[config.mk]
export PLATFORM = sky130hd
export DESIGN_NAME = pwm_audio_decoder
export DESIGN_NICKNAME = d
export VERILOG_FILES = /design/src/rtl/pwm_audio_decoder.sv
export SDC_FILE = /design/constraint.sdc
export NUM_CORES = 1
export LEC_CHECK = 0
export ABC_AREA = 1
export CELL_PAD_IN_SITES_DETAIL_PLACEMENT = 1
export CELL_PAD_IN_SITES_GLOBAL_PLACEMENT = 1
export CORE_UTILIZATION = 43
export CTS_BUF_LIST = sky130_fd_sc_hd__clkbuf_16
export CTS_CLUSTER_SIZE = 10
export DETAILED_ROUTE_END_ITERATION = 10
export PLACE_DENSITY_LB_ADDON = 0.1
export SLEW_MARGIN = 0
export SYNTH_ARGS = -nofsm -noshare
export SYNTH_HDL_FRONTEND = slang
export SYNTH_SLANG_ARGS = --single-unit
[constraint.sdc]
create_clock -name clk_i -period 3.4 [get_ports clk_i]
set_clock_uncertainty 0.1 [all_clocks]
set_input_delay 0.51 -clock clk_i [delete_from_list [all_inputs] [get_ports clk_i]]
set_output_delay 0.51 -clock clk_i [all_outputs]
set_load 0.01 [all_outputs]
[src/rtl/pwm_audio_decoder.sv]
// pwm_audio_decoder
//   Recovers 8-bit audio samples from a 1-bit PWM or first-order sigma-delta stream by counting
//   ones over a window of 2^WIN_LOG2 enabled clocks. The first window after reset is used only to
//   flush the input synchroniser and is never published.
//
// Parameters
//   WIN_LOG2     log2 of the window length in enabled clocks (8..12)
//   SYNC_STAGES  synchroniser flops on bit_in_i (0..3, 0 = use bit_in_i directly)
//
// Build option
//   PWM_DEC_AVG2_EN  when defined, each published sample is the average of the current and the
//                    previous window's value (clip still reflects the current window only).
//
// Ports
//   clk_i           clock
//   rst_ni          synchronous active-low reset
//   ena_i           design enable; low freezes all state and suppresses sample_valid_o
//   bit_in_i        1-bit PWM / sigma-delta stream, may be asynchronous
//   sample_out_o    last published sample
//   sample_valid_o  one-cycle strobe in the cycle sample_out_o updates
//   clip_o          last published window was all ones
module pwm_audio_decoder #(
    parameter int unsigned WIN_LOG2    = 8,
    parameter int unsigned SYNC_STAGES = 2
) (
    input  logic       clk_i,
    input  logic       rst_ni,
    input  logic       ena_i,
    input  logic       bit_in_i,
    output logic [7:0] sample_out_o,
    output logic       sample_valid_o,
    output logic       clip_o
);

    localparam int unsigned WinW = WIN_LOG2;
    localparam int unsigned CntW = WIN_LOG2 + 1;

    generate
        if (WIN_LOG2 < 8 || WIN_LOG2 > 12) begin : g_bad_win
            $error("pwm_audio_decoder: WIN_LOG2 must be in 8..12");
        end
        if (SYNC_STAGES > 3) begin : g_bad_sync
            $error("pwm_audio_decoder: SYNC_STAGES must be in 0..3");
        end
    endgenerate

    // Input synchroniser; shifts only on enabled cycles so ena_i freezes it too.
    logic bit_s;

    generate
        if (SYNC_STAGES == 0) begin : g_no_sync
            assign bit_s = bit_in_i;
        end else begin : g_sync
            logic [SYNC_STAGES-1:0] sync_q;

            always_ff @(posedge clk_i) begin
                if (!rst_ni) begin
                    sync_q <= '0;
                end else if (ena_i) begin
                    sync_q <= SYNC_STAGES'({sync_q, bit_in_i});
                end
            end

            assign bit_s = sync_q[SYNC_STAGES-1];
        end
    endgenerate

    typedef enum logic [0:0] {StPrime, StRun} state_e;

    state_e            state_q;
    logic [WinW-1:0]   win_cnt_q;
    logic [CntW-1:0]   ones_cnt_q;
    logic [7:0]        sample_q;
    logic              clip_q;
    logic              valid_q;

    logic              win_end;
    logic [CntW-1:0]   total;
    logic [CntW-1:0]   scaled;
    logic              sat;
    logic [7:0]        s_val;
    logic [7:0]        pub_val;

`ifdef PWM_DEC_AVG2_EN
    logic [7:0]        prev_q;
`endif

    always_comb begin
        win_end = ena_i & (&win_cnt_q);
        // Include the current bit so the window's last sample is not lost when the
        // accumulator clears on the same edge.
        total   = ones_cnt_q + CntW'(bit_s);
        scaled  = total >> (WIN_LOG2 - 8);
        // Since total never exceeds 2^WIN_LOG2, any bit above bit 7 after scaling
        // means the window was all ones.
        sat     = |scaled[CntW-1:8];
        s_val   = sat ? 8'hFF : scaled[7:0];
`ifdef PWM_DEC_AVG2_EN
        pub_val = 8'(({1'b0, s_val} + {1'b0, prev_q}) >> 1);
`else
        pub_val = s_val;
`endif
    end

    always_ff @(posedge clk_i) begin
        if (!rst_ni) begin
            state_q    <= StPrime;
            win_cnt_q  <= '0;
            ones_cnt_q <= '0;
            sample_q   <= '0;
            clip_q     <= 1'b0;
            valid_q    <= 1'b0;
`ifdef PWM_DEC_AVG2_EN
            prev_q     <= '0;
`endif
        end else begin
            valid_q <= 1'b0;
            if (ena_i) begin
                win_cnt_q <= win_cnt_q + WinW'(1);
                if (win_end) begin
                    ones_cnt_q <= '0;
`ifdef PWM_DEC_AVG2_EN
                    prev_q     <= s_val;
`endif
                    unique case (state_q)
                        StPrime: state_q <= StRun;
                        StRun: begin
                            sample_q <= pub_val;
                            clip_q   <= sat;
                            valid_q  <= 1'b1;
                        end
                        default: state_q <= StPrime;
                    endcase
                end else begin
                    ones_cnt_q <= total;
                end
            end
        end
    end

    assign sample_out_o   = sample_q;
    assign sample_valid_o = valid_q;
    assign clip_o         = clip_q;

endmodule
==> results of run 1 <==
sequential cells by signal, summed over array words and instances, names as in the netlist:
signal / count
sample_out_o: 8
clip_o: 1
state_q: 1
g_sync.sync_q: 2
win_cnt_q: 8
sample_valid_o: 1
ones_cnt_q: 9
worst paths after layout:
check	start	endpoint	slack, ns	cells after the start
worst max register to register	ones_cnt_q[0]	sample_out_o[1]	1.65	9
worst min register to register	ones_cnt_q[0]	ones_cnt_q[0]	0.38	2
worst min-delay path	ones_cnt_q[0]	ones_cnt_q[0]	0.38	2
worst max-delay path	ena_i	sample_out_o[1]	1.10	7
per-layer routing:
metal,global-route usage [%],vias to the layer above,part of all wire [%]
li1,-,734,-
met3,6.30,5,2.3
met2,36.6,16,50
met1,25.4,634,47
met5,0,-,0
met4,10.5,0,1.4
area by class of cell:
class,instances,area [um2]
Sequential cell,30,601
Timing Repair Buffer,13,130
Multi-Input combinational cell,163,764
Tap cell,46,57.6
Inverter,27,101
Fill cell,475,1570
Clock buffer,5,125
Clock inverter,3,12.5
cells in the mapped netlist, drive strengths merged:
| library cell | n | area share [%] |
|---|---|---|
| nand2 | 71 | 19 |
| nor2 | 42 | 11 |
| dfxtp | 30 | 39 |
| inv | 27 | 6.6 |
| a21oi | 15 | 4.9 |
| nand3 | 12 | 4.3 |
| o21ai | 7 | 2.3 |
| nand4 | 6 | 3.4 |
| buf | 5 | 2.6 |
| ha | 3 | 2.5 |
| nor3 | 3 | 0.98 |
| clkbuf | 2 | 1.1 |
| o21bai | 2 | 0.98 |
| or2 | 1 | 0.41 |
| xor2 | 1 | 0.57 |
critical path, delay by kind of cell:
| kind | cells | cell delay (ns) |
|---|---|---|
| buf+inv | 1 | 0.96 |
| simple gates | 6 | 0.92 |
per-stage QoR:
step / cells / util [%]
6_report: 287 / 53.3
5_1_grt: 287 / 53.3
4_1_cts: 287 / 53.3
3_5_place_dp: 279 / 49.2
3_3_place_gp: 279 / 49.2
2_1_floorplan: 227 / -
placed cells by master, fill, tap and decap left out, drive strengths merged:
master,count
a21oi,15
nand4,6
o21ai,7
inv,28
clkbuf,5
nor3,3
nor2,42
clkdlybuf4s50,13
dfxtp,30
nand3,12
xor2,1
nand2,71
clkinv,2
or2,1
o21bai,2
ha,3
power by group:
| part | internal [uW] | switching (uW) |
|---|---|---|
| Sequential | 357 | 3.52 |
| Combinational | 9.52 | 19.7 |
| Clock | 264 | 150 |
| Total | 630 | 173 |
logic make-up after synthesis:
family          count (synthesis)  share of synthesized area, %
simple gates                  135                          38.9
buf+inv                        34                          10.4
flops                          30                          39.4
xor+xnor                        1                         0.575
compound gates                 24                          8.21
fa+ha+maj                       3                          2.46
==> flow_summary.ini, run 1 <==
[cells_and_area]
final_cell_area_mm2 = 0.00179
area_delta_synth_final_pct = 17.6
nets = 247
drive_above_1_share_pct = 6.22
antenna_cells = 0

[worst_setup_path]
crit_path_top_delay_cell = clkdlybuf4s50_1
cp_max_fo = 20
worstPathRequired_ns = 3.51
max_stage_delay_ns = 0.96
worstPathArrival_ns = 2.41
path_class = input pin to register
crit_top_cell = nand2_1
cp-end-kind = register
path_cells = clkdlybuf4s50_1 > nand3_2 > nor2_4 > nand4_4 > nand2_1 > nand2_1 > nor2_1
cp-start-kind = input pin

[die]
start_util_pct = 45.3
rows = 21
dieArea_mm2 = 0.00379
fp.coreArea_mm2 = 0.00336
die_w_um = 61.5
io_pins = 14
die_y_um = 61.5

[sta]
worst_slack_ns = 1.10
finalCritPeriodShare_pct = 67.6
period_needed_ns = 2.30
slew_headroom_pct = 49.4
tightest_slew_ns = 0.756
final_hold_viol_count = 0
rsz0062_at_grt = false
maxSlewViolCount = 0
finalSetupViolations = 0
hold_ws_ns = 0.377
clock.fmax_mhz = 435
setup_tns_ns = 0

[yosys]
synth.distinct_cells = 25
synth_fp_nets = 234
synthCells = 227
syn_area_per_cell_um2 = 6.71
ys_seq_elements = 30
synth_warnings = 0
syn_area_mm2 = 0.00152
seq_area_frac_synth_pct = 39.4

[clock_tree]
clkLatencyLatePin_ns = 0.27
cts.htree.levels = 2
clk_path_buf_depth = 2
cts_resized = 0
cts_made_buffers = 5
clock_sinks = 30
cts-root-buf = clkbuf_16
clk_pin_slew_ns = 0.05
cts_tree = done
hold_buffers = 0
post_cts_buffers = 0

[pwr]
cellPowerDensity_mw_per_mm2 = 449
ir_drop_uv = 272
finalPower_uw = 804
power_leakage_uw = 0.000756

[min_path]
hold_class = register to register

[run]
cap_violations = 0

[placement]
port_buffers = 13
placed_area_mm2 = 0.00165
gp_congestion = 0.731
dp_slack_ns = 0.814
dp_hpwl_um = 2600

[drt]
wl_per_cell_um = 12.3
drt_iter0_drc = 44
first_pass_iters = 4
routed_wl_um = 3540
drtAntennaViolNets = 0
viasPerCell = 4.84
dr_total_vias = 1389
drcViolationCount = 0

[global_routing]
grt_overflow = 0
grt_max_degree = 21
antenna_found_initial = 0
grt_pass1_vias = 1323
grt_pass1_wl_um = 5820
grtUsageTotal_pct = 21.8

[outcome]
status = completed
No activity file was read; power rests on OpenSTA's default activity.
==> run 2, diff against run 1 <==
--- a/config.mk
+++ b/config.mk
@@ -8,7 +8,7 @@
 export ABC_AREA = 1
 export CELL_PAD_IN_SITES_DETAIL_PLACEMENT = 1
 export CELL_PAD_IN_SITES_GLOBAL_PLACEMENT = 1
-export CORE_UTILIZATION = 43
+export CORE_UTILIZATION = 40
 export CTS_BUF_LIST = sky130_fd_sc_hd__clkbuf_16
 export CTS_CLUSTER_SIZE = 10
 export DETAILED_ROUTE_END_ITERATION = 10
==> constraint.sdc (replaced) <==
create_clock -name clk_i -period 2.2 [get_ports clk_i]
set_clock_uncertainty 0.1 [all_clocks]
set_input_delay 0.33 -clock clk_i [delete_from_list [all_inputs] [get_ports clk_i]]
set_output_delay 0.33 -clock clk_i [all_outputs]
set_load 0.01 [all_outputs]
==> flow_summary.ini, run 2 (synthesis gave the netlist of run 1 again) <==
[pwr]
combPwrFrac_pct = 3.9
power_leakage_uw = 0.000766
p_sw_uw = 266
cellPowerDensity_mw_per_mm2 = 687
ir_drop_uv = 393
power_frac_seq_pct = 44.8
internal-power_uw = 976
p_sw_share_pct = 21.4
clockPowerShare_pct = 51.3
finalPower_uw = 1240

[drt]
drt_iter0_drc = 51
viasPerCell = 4.88
drtAntennaViolNets = 0
drcViolationCount = 0
dr_total_vias = 1421
routed_wl_um = 3730
first_pass_iters = 4
wl_per_cell_um = 12.8

[cells_and_area]
fill_cells = 484
nets = 249
final_common_cell = nand2_1
final_cell_area_mm2 = 0.00181
area_delta_synth_final_pct = 18.7
drive_above_1_share_pct = 7.00
regMostFlops = ones_cnt_q
antenna_cells = 0
layout_common_cells = nand2_1 (67), nor2_1 (40), dfxtp_1 (30)
multi_input_area_um2 = 764
fin_cells = 291
register_area_um2 = 601
largest_reg_flops = 9

[worst_setup_path]
worstPathRequired_ns = 2.26
max_stage_delay_ns = 0.34
path_cells = ha_1 > ha_1 > nand2_1 > nor2_1 > nand3_1 > nand2_4 > nand2_1 > nor2_1 > nor2_1
path_class = register to register
r2r_end = sample_out_o[3]
crit_top_cell = nor2_1
regToRegStartpoint = ones_cnt_q[0]
cp_max_fo = 8
crit_path_top_delay_cell = dfxtp_1
reg2reg_depth = 9
rrSetupSlack_ns = 0.44
cp-start-kind = register
worstPathArrival_ns = 1.83
cp-end-kind = register

[global_routing]
grt_pass1_vias = 1456
antenna_found_initial = 0
grtUsageTotal_pct = 20.8
grt_max_degree = 20
grt_overflow = 0
grt_pass1_wl_um = 6420

[sta]
finalCritPeriodShare_pct = 80.2
hold_ws_ns = 0.391
final_hold_viol_count = 0
setup_tns_ns = 0
maxSlewViolCount = 0
tightest_slew_ns = 0.431
rsz0062_at_grt = false
slew_headroom_pct = 71.3
period_needed_ns = 1.76
finalSetupViolations = 0
clock.fmax_mhz = 567

[clock_tree]
cts-root-buf = clkbuf_16
cts.htree.levels = 2
hold_buffers = 0
cts_resized = 0
cts_made_buffers = 5
cts_tree = done
clock_sinks = 30
clk_pin_slew_ns = 0.05
clkLatencyLatePin_ns = 0.27
clk_path_buf_depth = 2
post_cts_buffers = 0

[placement]
placed_area_mm2 = 0.00167
gp_congestion = 0.788
dp_hpwl_um = 2730
port_buffers = 13
numPlacedInstances = 283

[die]
dieArea_mm2 = 0.00406
start_util_pct = 41.6
rows = 22
fp.coreArea_mm2 = 0.00366
io_pins = 14
die_w_um = 63.7
die_y_um = 63.7

[min_path]
min-delay-start = ones_cnt_q[0]
whs_endpoint = ones_cnt_q[0]
hold_class = register to register
holdPathStages = 2

[run]
cap_violations = 0

[outcome]
status = completed
## run 2: cell count changes in the layout (fill, tap and decap cells not counted)
| cell | previous run | this run |
|---|---|---|
| buf_4 | 0 | 2 |
## run 2: through the flow
stage               util, %  setup slack (ns)
floorplan                 -             0.678
global placement       45.7             0.324
detailed placement     45.7             0.172
CTS                    49.4             0.431
global route           49.4             0.262
finish                 49.4             0.435
## run 2: worst max-delay path: cells and delay by family (launching register included)
family / cells / cell delay, ns
AND/OR/NAND/NOR: 7 / 0.80
adder cells (fa/ha/maj): 2 / 0.42
flip-flops: 1 / 0.34
## run 2: power by group through the flow
stage | Clock [uW] | Sequential, uW | Combinational [uW]
5_1_grt | 676 | 557 | 54.6
4_1_cts | 649 | 557 | 49.1
3_3_place_gp | 0 | 567 | 46.4
2_1_floorplan | 0 | 566 | 36.5
3_5_place_dp | 0 | 568 | 49.2
6_report | 637 | 557 | 47.9
## run 2: routing by layer
layer  GRT usage [%]  wire [um]  vias to the layer above
met2            37.0       1820                       16
met1            23.5       1770                      664
li1                -          -                      735
met5               0          0                        -
met3            3.80         79                        6
met4            10.2         59                        0
## run 2: cell type report
cell class / count / share of cell area (%)
Tap cell: 48 / 3.32
Clock inverter: 3 / 0.692
Multi-Input combinational cell: 163 / 42.3
Timing Repair Buffer: 15 / 8.02
Clock buffer: 5 / 6.92
Sequential cell: 30 / 33.2
Inverter: 27 / 5.60
## run 2: worst max path at each step
stage,endpoint,cells after the start,from
finish,sample_out_o[3],9,ones_cnt_q[0]
floorplan,sample_out_o[4],9,g_sync.sync_q[1]
detailed placement,win_cnt_q[7],7,ena_i
global route,sample_out_o[7],9,ones_cnt_q[0]
CTS,sample_out_o[3],9,g_sync.sync_q[1]
global placement,win_cnt_q[5],7,ena_i
